===== config.mk =====
export PLATFORM = sky130hd
export DESIGN_NAME = ex_issue_stage
export DESIGN_NICKNAME = d
export VERILOG_FILES = /design/src/rtl/ex_issue_stage.sv
export SDC_FILE = /design/constraint.sdc
export NUM_CORES = 1
export LEC_CHECK = 0
export ABC_CLOCK_PERIOD_IN_PS = 5200
export BUFFER_PORTS_ARGS = -buffer_cell sky130_fd_sc_hd__buf_2
export CORE_UTILIZATION = 53
export DETAILED_ROUTE_END_ITERATION = 10
export PLACE_DENSITY = 0.89
export SYNTH_ARGS = -nofsm -noshare
export SYNTH_HDL_FRONTEND = slang
export SYNTH_SLANG_ARGS = --single-unit

===== constraint.sdc =====
create_clock -name clk -period 5.2 [get_ports clk]
set_clock_uncertainty 0.1 [all_clocks]
set_input_delay 0.26 -clock clk [delete_from_list [all_inputs] [get_ports clk]]
set_output_delay 0.26 -clock clk [all_outputs]
set_load 0.1 [all_outputs]

===== src/rtl/ex_issue_stage.sv =====
// ex_issue_stage: single-entry issue register between decode and the ALU.
// It holds one instruction and forwards operands from the MEM and WB producers.
// Forwarding priority is MEM, then WB, then the held register-file value.
// It stalls on a load-use hazard and counts those stall cycles.
// While the instruction is stalled, its operands are refreshed each cycle, so a
// value forwarded from WB is still there after WB has moved on.
//
// Ports:
//   clk, rst_n          clock, asynchronous active-low reset
//   id_valid/id_ready   upstream handshake; id_* carry the offered instruction
//   flush               drop the held and the offered instruction
//   mem_*, wb_*         producers one and two stages ahead (forwarding sources)
//   ex_ready            downstream accepts this cycle
//   ex_*                ALU operands and controls; ex_valid qualifies them
//   stall_cnt           saturating count of load-use stall cycles
module ex_issue_stage #(
  parameter int unsigned n = 32
) (
  input  logic         clk,
  input  logic         rst_n,
  input  logic         id_valid,
  output logic         id_ready,
  input  logic [4:0]   id_rs,
  input  logic [4:0]   id_rt,
  input  logic [n-1:0] id_rs_val,
  input  logic [n-1:0] id_rt_val,
  input  logic [15:0]  id_imm,
  input  logic         id_sext,
  input  logic [3:0]   id_af,
  input  logic         id_i,
  input  logic [4:0]   id_rd,
  input  logic         id_wr,
  input  logic         flush,
  input  logic         mem_wr,
  input  logic [4:0]   mem_rd,
  input  logic [n-1:0] mem_res,
  input  logic         mem_load,
  input  logic         wb_wr,
  input  logic [4:0]   wb_rd,
  input  logic [n-1:0] wb_res,
  input  logic         ex_ready,
  output logic         ex_valid,
  output logic [n-1:0] ex_a,
  output logic [n-1:0] ex_b,
  output logic [3:0]   ex_af,
  output logic         ex_i,
  output logic [4:0]   ex_rd,
  output logic         ex_wr,
  output logic [15:0]  stall_cnt
);

  localparam int unsigned imm_w = 16;
  localparam int unsigned ext_w = n - imm_w;

  // Held instruction
  logic         v_q;
  logic [4:0]   rs_q, rt_q, rd_q;
  logic [n-1:0] rs_val_q, rt_val_q;
  logic [15:0]  imm_q;
  logic         sext_q, i_q, wr_q;
  logic [3:0]   af_q;

  logic [n-1:0] rs_fwd, rt_fwd, imm_ext;
  logic         luse, capture, consume;

  // Operand forwarding: register 0 is never forwarded; MEM beats WB
  always_comb begin
    rs_fwd = rs_val_q;
    if (rs_q != 5'd0) begin
      if (mem_wr && mem_rd == rs_q)     rs_fwd = mem_res;
      else if (wb_wr && wb_rd == rs_q)  rs_fwd = wb_res;
    end
    rt_fwd = rt_val_q;
    if (rt_q != 5'd0) begin
      if (mem_wr && mem_rd == rt_q)     rt_fwd = mem_res;
      else if (wb_wr && wb_rd == rt_q)  rt_fwd = wb_res;
    end
  end

  assign imm_ext = {{ext_w{sext_q & imm_q[15]}}, imm_q};

  // A load in MEM feeding a source still in use cannot be forwarded yet
  assign luse = v_q && mem_load && mem_wr && (mem_rd != 5'd0) &&
                ((mem_rd == rs_q) || (!i_q && (mem_rd == rt_q)));

  assign ex_valid = v_q && !luse;
  assign ex_a     = rs_fwd;
  assign ex_b     = i_q ? imm_ext : rt_fwd;
  assign ex_af    = af_q;
  assign ex_i     = i_q;
  assign ex_rd    = rd_q;
  assign ex_wr    = wr_q;
  assign id_ready = !v_q || (ex_ready && !luse);

  assign capture = id_valid && id_ready && !flush;
  assign consume = ex_valid && ex_ready;

  // Holding register: flush > capture > consume > operand refresh
  always_ff @(posedge clk or negedge rst_n) begin
    if (!rst_n) begin
      v_q      <= 1'b0;
      rs_q     <= '0;
      rt_q     <= '0;
      rd_q     <= '0;
      rs_val_q <= '0;
      rt_val_q <= '0;
      imm_q    <= '0;
      sext_q   <= 1'b0;
      i_q      <= 1'b0;
      wr_q     <= 1'b0;
      af_q     <= '0;
    end else if (flush) begin
      v_q <= 1'b0;
    end else if (capture) begin
      v_q      <= 1'b1;
      rs_q     <= id_rs;
      rt_q     <= id_rt;
      rd_q     <= id_rd;
      rs_val_q <= id_rs_val;
      rt_val_q <= id_rt_val;
      imm_q    <= id_imm;
      sext_q   <= id_sext;
      i_q      <= id_i;
      wr_q     <= id_wr;
      af_q     <= id_af;
    end else if (consume) begin
      v_q <= 1'b0;
    end else if (v_q) begin
      rs_val_q <= rs_fwd;
      rt_val_q <= rt_fwd;
    end
  end

  // Saturating load-use stall counter
  always_ff @(posedge clk or negedge rst_n) begin
    if (!rst_n) begin
      stall_cnt <= '0;
    end else if (luse && (stall_cnt != 16'hFFFF)) begin
      stall_cnt <= stall_cnt + 16'd1;
    end
  end

endmodule


=== Word-level counts from Yosys, hierarchy flattened ===
Cells that the tools add are included.
W data, S select, Z words.

* Output and inout port bits: 93
* Register bits: 119

* Reductions and logical operators: 28
* Bitwise logic cells: 2
* Add/sub/neg operators: 1
* Equal/unequal tests: 6
* Multiplexer cells: 16

{| class="wikitable"
|+ Operators with widths
! cell !! count
|-
| $mux W32 || 13
|-
| $eq A5 B5 Y1 || 4
|-
| $add A16 B1 Y16 const B || 1
|-
| $ne A16 B16 Y1 const B || 1
|-
| $logic_and A1 B1 Y1 || 15
|-
| $reduce_bool A5 Y1 || 3
|-
| $logic_not A1 Y1 || 4
|-
| $mux W1 || 3
|-
| $reduce_and A3 Y1 || 1
|-
| $reduce_bool A3 Y1 || 1
|-
| $logic_or A1 B1 Y1 || 2
|-
| $ne A2 B2 Y1 const B || 1
|-
| $reduce_and A2 Y1 || 1
|-
| $reduce_bool A2 Y1 || 1
|-
| $and A1 B1 Y1 || 1
|-
| $not A1 Y1 || 1
|}

=== Longest topological paths before layout ===
* Depth in word-level cells: 11
* Gate-level depth with buffers: 9
* Mapped depth without buffers: 7

=== Least setup slack after synthesis ===
No wires, ideal clock.

* Path kind: register -> output
* Start point: register rt_q[3]
* End point: output port ex_b[11]
* Buffers on the path: 2
* Data required time: 4.840 ns
* Data arrival time: 3.839 ns
* Slack: 1.001 ns
* Stages on the path, launching flop included: 9
* Cell sequence: dfrtp_1 xnor2_1 nand3_1 or2_0 clkbuf_1 a21oi_1 clkbuf_1 o22ai_1 o21ai_0

* Cells in the longest elaborated chain, start to end: 6
* Elaborated cells between the ends (all ways): 9
* Classes of those cells: eq/ne: 2; mux: 4; reduce/logical: 3

{| class="wikitable"
|+ Ends and longest elaborated chain
! element !! line !! RTL
|-
| start: declaration || 57 || <nowiki>logic [4:0] rs_q, rt_q, rd_q;</nowiki>
|-
| start signal: assignment || 117 || <nowiki>rt_q <= id_rt;</nowiki>
|-
| $eq A5 B5 Y1 || 76 || <nowiki>else if (wb_wr && wb_rd == rt_q) rt_fwd = wb_res;</nowiki>
|-
| $logic_and A1 B1 Y1 || 76 ||
|-
| $mux W32 || 76 ||
|-
| $mux W32 || 75 || <nowiki>if (mem_wr && mem_rd == rt_q) rt_fwd = mem_res;</nowiki>
|-
| $mux W32 (*) || 74 || <nowiki>if (rt_q != 5'd0) begin</nowiki>
|-
| $mux W32 (*) || 88 || <nowiki>assign ex_b = i_q ? imm_ext : rt_fwd;</nowiki>
|-
| end: declaration || 44 || <nowiki>output logic [n-1:0] ex_b,</nowiki>
|}

Mark *: on every way between the ends. The rest lies on a longest branch, timed or not.

=== Worst setup path after layout ===
* Start point: register rs_q[3]
* End point: output port ex_a[19]

* Cells in the longest elaborated chain, start to end: 5
* Elaborated cells between the ends (all ways): 8
* Classes of those cells: eq/ne: 2; mux: 3; reduce/logical: 3

{| class="wikitable"
|+ Ends and longest elaborated chain
! element !! line !! RTL
|-
| start: declaration || 57 ||
|-
| start signal: assignment || 116 || <nowiki>rs_q <= id_rs;</nowiki>
|-
| $eq A5 B5 Y1 || 71 || <nowiki>else if (wb_wr && wb_rd == rs_q) rs_fwd = wb_res;</nowiki>
|-
| $logic_and A1 B1 Y1 || 71 ||
|-
| $mux W32 || 71 ||
|-
| $mux W32 || 70 || <nowiki>if (mem_wr && mem_rd == rs_q) rs_fwd = mem_res;</nowiki>
|-
| $mux W32 (*) || 69 || <nowiki>if (rs_q != 5'd0) begin</nowiki>
|-
| end: declaration || 43 || <nowiki>output logic [n-1:0] ex_a,</nowiki>
|}

Marked as above.

==> out/qor.yml <==
status: "complete, no violations"
synth_flop_cell: "dfrtp_1"
final_nets: 1235
cpMostUsedCell: "buf_4"
slowest_stage: "a21oi_2"
post_cts_buffers: 0
combPwrFrac_pct: 45.0
synth_compound_area_share_pct: 34.0
synth_top_family_by_area: "compound AO/OA/AOI/OAI gates"
start_util_pct: 54.3
cts_tree: "yes"
vias: 7947
syn_nets: 943
post-route-period-util_pct: 83.2
fp.dieH_um: 116
die-area_um2: 13400
htreeDepth: 4
worstSetupPathType: "reg -> out"
place_area_um2: 8320
relSlewSlack_pct: 19.0
cts_resized: 0
regArea_um2: 2980
cts_buffers: 17
syn2layout_area_growth_pct: 36.7
dp_slack_ns: 1.52
switchingPower_mw: 2.08
synth_enable_flop_cells: 0
port-buffer-count: 276
gp_congestion: 0.898
drc: 0
p_seq_share_pct: 28.4
power.density_nw_per_um2: 447
n_antenna_cell: 0
io_pins: 277
yosysUniqueCellTypes: 49
drtIter0Drc: 975
setup_tns_ns: 0
clock-sinks: 119
sw_frac_of_total_pct: 49.6
dieWidth_um: 116
synth_xor_area_share_pct: 4.34
peakVddDrop_v: 0.000290
fp.coreArea_um2: 12600
fill_cells: 893
rows: 41
multi_input_area_um2: 3600
final_hold_viol_count: 0
cts_max_path_buffers: 2
cts-hold-fix-buffers: 49
drv_cap: 0
fmax_ghz: 0.231
synth_fa_ha_area_share_pct: 0.183
grt_usage_pct: 39.5
antenna_found_initial: 0
grt_max_degree: 55
tightest_slew_ns: 1.21
synth_mux_area_share_pct: 0.329
cp-end-kind: "output pin"
clk_latency_ns: 0.41
hp-class: "in -> reg"
dp_hpwl_mm: 16.3
synth_warnings: 0
p_leak_nw: 4.36
drt-pass1-iter-count: 5
clockRootBuffer: "clkbuf_16"
grt_pass1_vias: 7635
clockPowerShare_pct: 26.6
path_clk_slew_ns: 0.06
ant_nets: 0
grt-ovfl-total: 0
setup_viol: 0
hold_depth: 3
cp.required_ns: 4.84
viasPerCell: 6.43
ys_seq_elements: 119
slowest_delay_ns: 0.99
p_int_mw: 2.11
netlist_instances: 758
ff2ff_setup_slack_ns: 1.80
critPathLaunchType: "flip-flop"
arrival_ns: 3.97
ys_seq_area_share_pct: 43.4
grt_pass1_wl_mm: 39.9
worstPathCellList: "xnor2_1 -> nand3_1 -> or2_1 -> buf_4 -> a21oi_2 -> buf_4 -> a2bb2oi_1 -> buf_2"
fin_area_um2: 9370
fin_util_pct: 74.2
rsz0062_at_grt: "no"
setup_ws_ns: 0.873
wl_mm: 26.8
crit_fanout: 33
postSynth.asyncResetShare_pct: 100
syn-cell-area_um2: 6850
drv_slew: 0
drive_above_1_share_pct: 32.0
synth_area_per_cell_um2: 9.04
yosys.area_share.simple_pct: 12.7
r2r_cells: 8
wire_per_inst_um: 21.7
period_minus_slack_ns: 4.33
## registers in the layout, indices dropped and copies added, names as in the netlist
name       count
ex_af          4
ex_i           1
ex_rd          5
ex_wr          1
imm_q         16
rs_q           5
rs_val_q      32
rt_q           5
rt_val_q      32
sext_q         1
stall_cnt     16
v_q            1
## final timing paths
kind	startpoint	endpoint
setup / recovery	rs_q[3]	ex_a[19]
max in group asynchronous	rst_n	ex_i
setup reg to reg	rs_q[3]	rs_val_q[19]
hold / removal	id_rt_val[22]	rt_val_q[22]
hold reg to reg	ex_af[0]	ex_af[0]
min in group asynchronous	rst_n	rs_val_q[29]
## layout make-up
class	instances	area share, %
inverter	12	0.481
sequential	119	31.8
multi-input combinational	562	38.4
clock buffer	18	4.69
tap	172	2.30
timing repair buffer	338	21.0
clock inverter	14	1.24
## worst max-delay path: cells and delay by family, from the launching register on
family | cells | cell delay [ns]
AOI/OAI and AO/OA | 2 | 1.21
buffers and inverters | 3 | 1.04
and+or+nand+nor | 2 | 0.55
DFF | 1 | 0.46
xor gates and xnor gates | 1 | 0.27
## kinds of logic (layout without fill, tap and decap cells)
logic type,Yosys count,in the layout
adders and majority gates,1,1
and+or+nand+nor,206,206
DFF,119,119
AOI/OAI and AO/OA,319,319
muxes,2,2
buffers and inverters,77,382
xor gates and xnor gates,34,34
## Yosys cell counts (all sizes together) (3+ instances only)
cell / count / area, um2
a211oi: 17 / 128
a21oi: 3 / 30.0
a22oi: 24 / 180
a2bb2o: 9 / 90.1
a2bb2oi: 21 / 184
and3: 4 / 25.0
buf: 27 / 153
clkbuf: 38 / 143
dfrtp: 119 / 2980
inv: 11 / 41.3
nand2: 155 / 582
nand3: 13 / 65.1
nand4: 6 / 37.5
nor2: 10 / 37.5
nor3: 4 / 30.0
o2111ai: 3 / 32.5
o211ai: 34 / 255
o21a: 24 / 180
o21ai: 58 / 290
o22a: 57 / 499
o22ai: 63 / 394
or2: 4 / 25.0
or4: 3 / 22.5
xnor2: 21 / 184
xor2: 13 / 114
## metrics by stage
stage,std cells,hold slack [ns],total power [mW]
final,1235,0.0161,4.18
after global routing,1235,0.00235,4.31
after CTS,1235,0.00169,4.14
after detailed placement,1154,0.130,3.01
after global placement,1154,0.125,2.98
after floorplan,758,-0.136,2.64
## placed cells by master, fill, tap and decap left out, types with 23 or more instances in the layout
cell type	n
buf_2	275
dfrtp_1	118
o22ai_1	63
dlygate4sd3_1	49
o211ai_1	34
nand2_1	155
o21a_1	23
a22oi_1	24
o22a_1	57
o21ai_0	47
## power by group through the flow
stage	clock network, mW	logic, mW	registers (mW)
after global placement	0	1.80	1.18
final	1.11	1.88	1.19
after CTS	1.11	1.85	1.18
after global routing	1.16	1.95	1.20
after detailed placement	0	1.81	1.19
after floorplan	0	1.36	1.28
## routing by layer
metal	share of wire, %	up-vias	global-route usage [%]
met5	0	-	0
met4	4.7	0	20.9
met3	9.3	127	9.10
met2	49	609	67.8
met1	37	3784	46.1
li1	-	3427	-
Note: power is estimated with default switching activity, not from simulation.
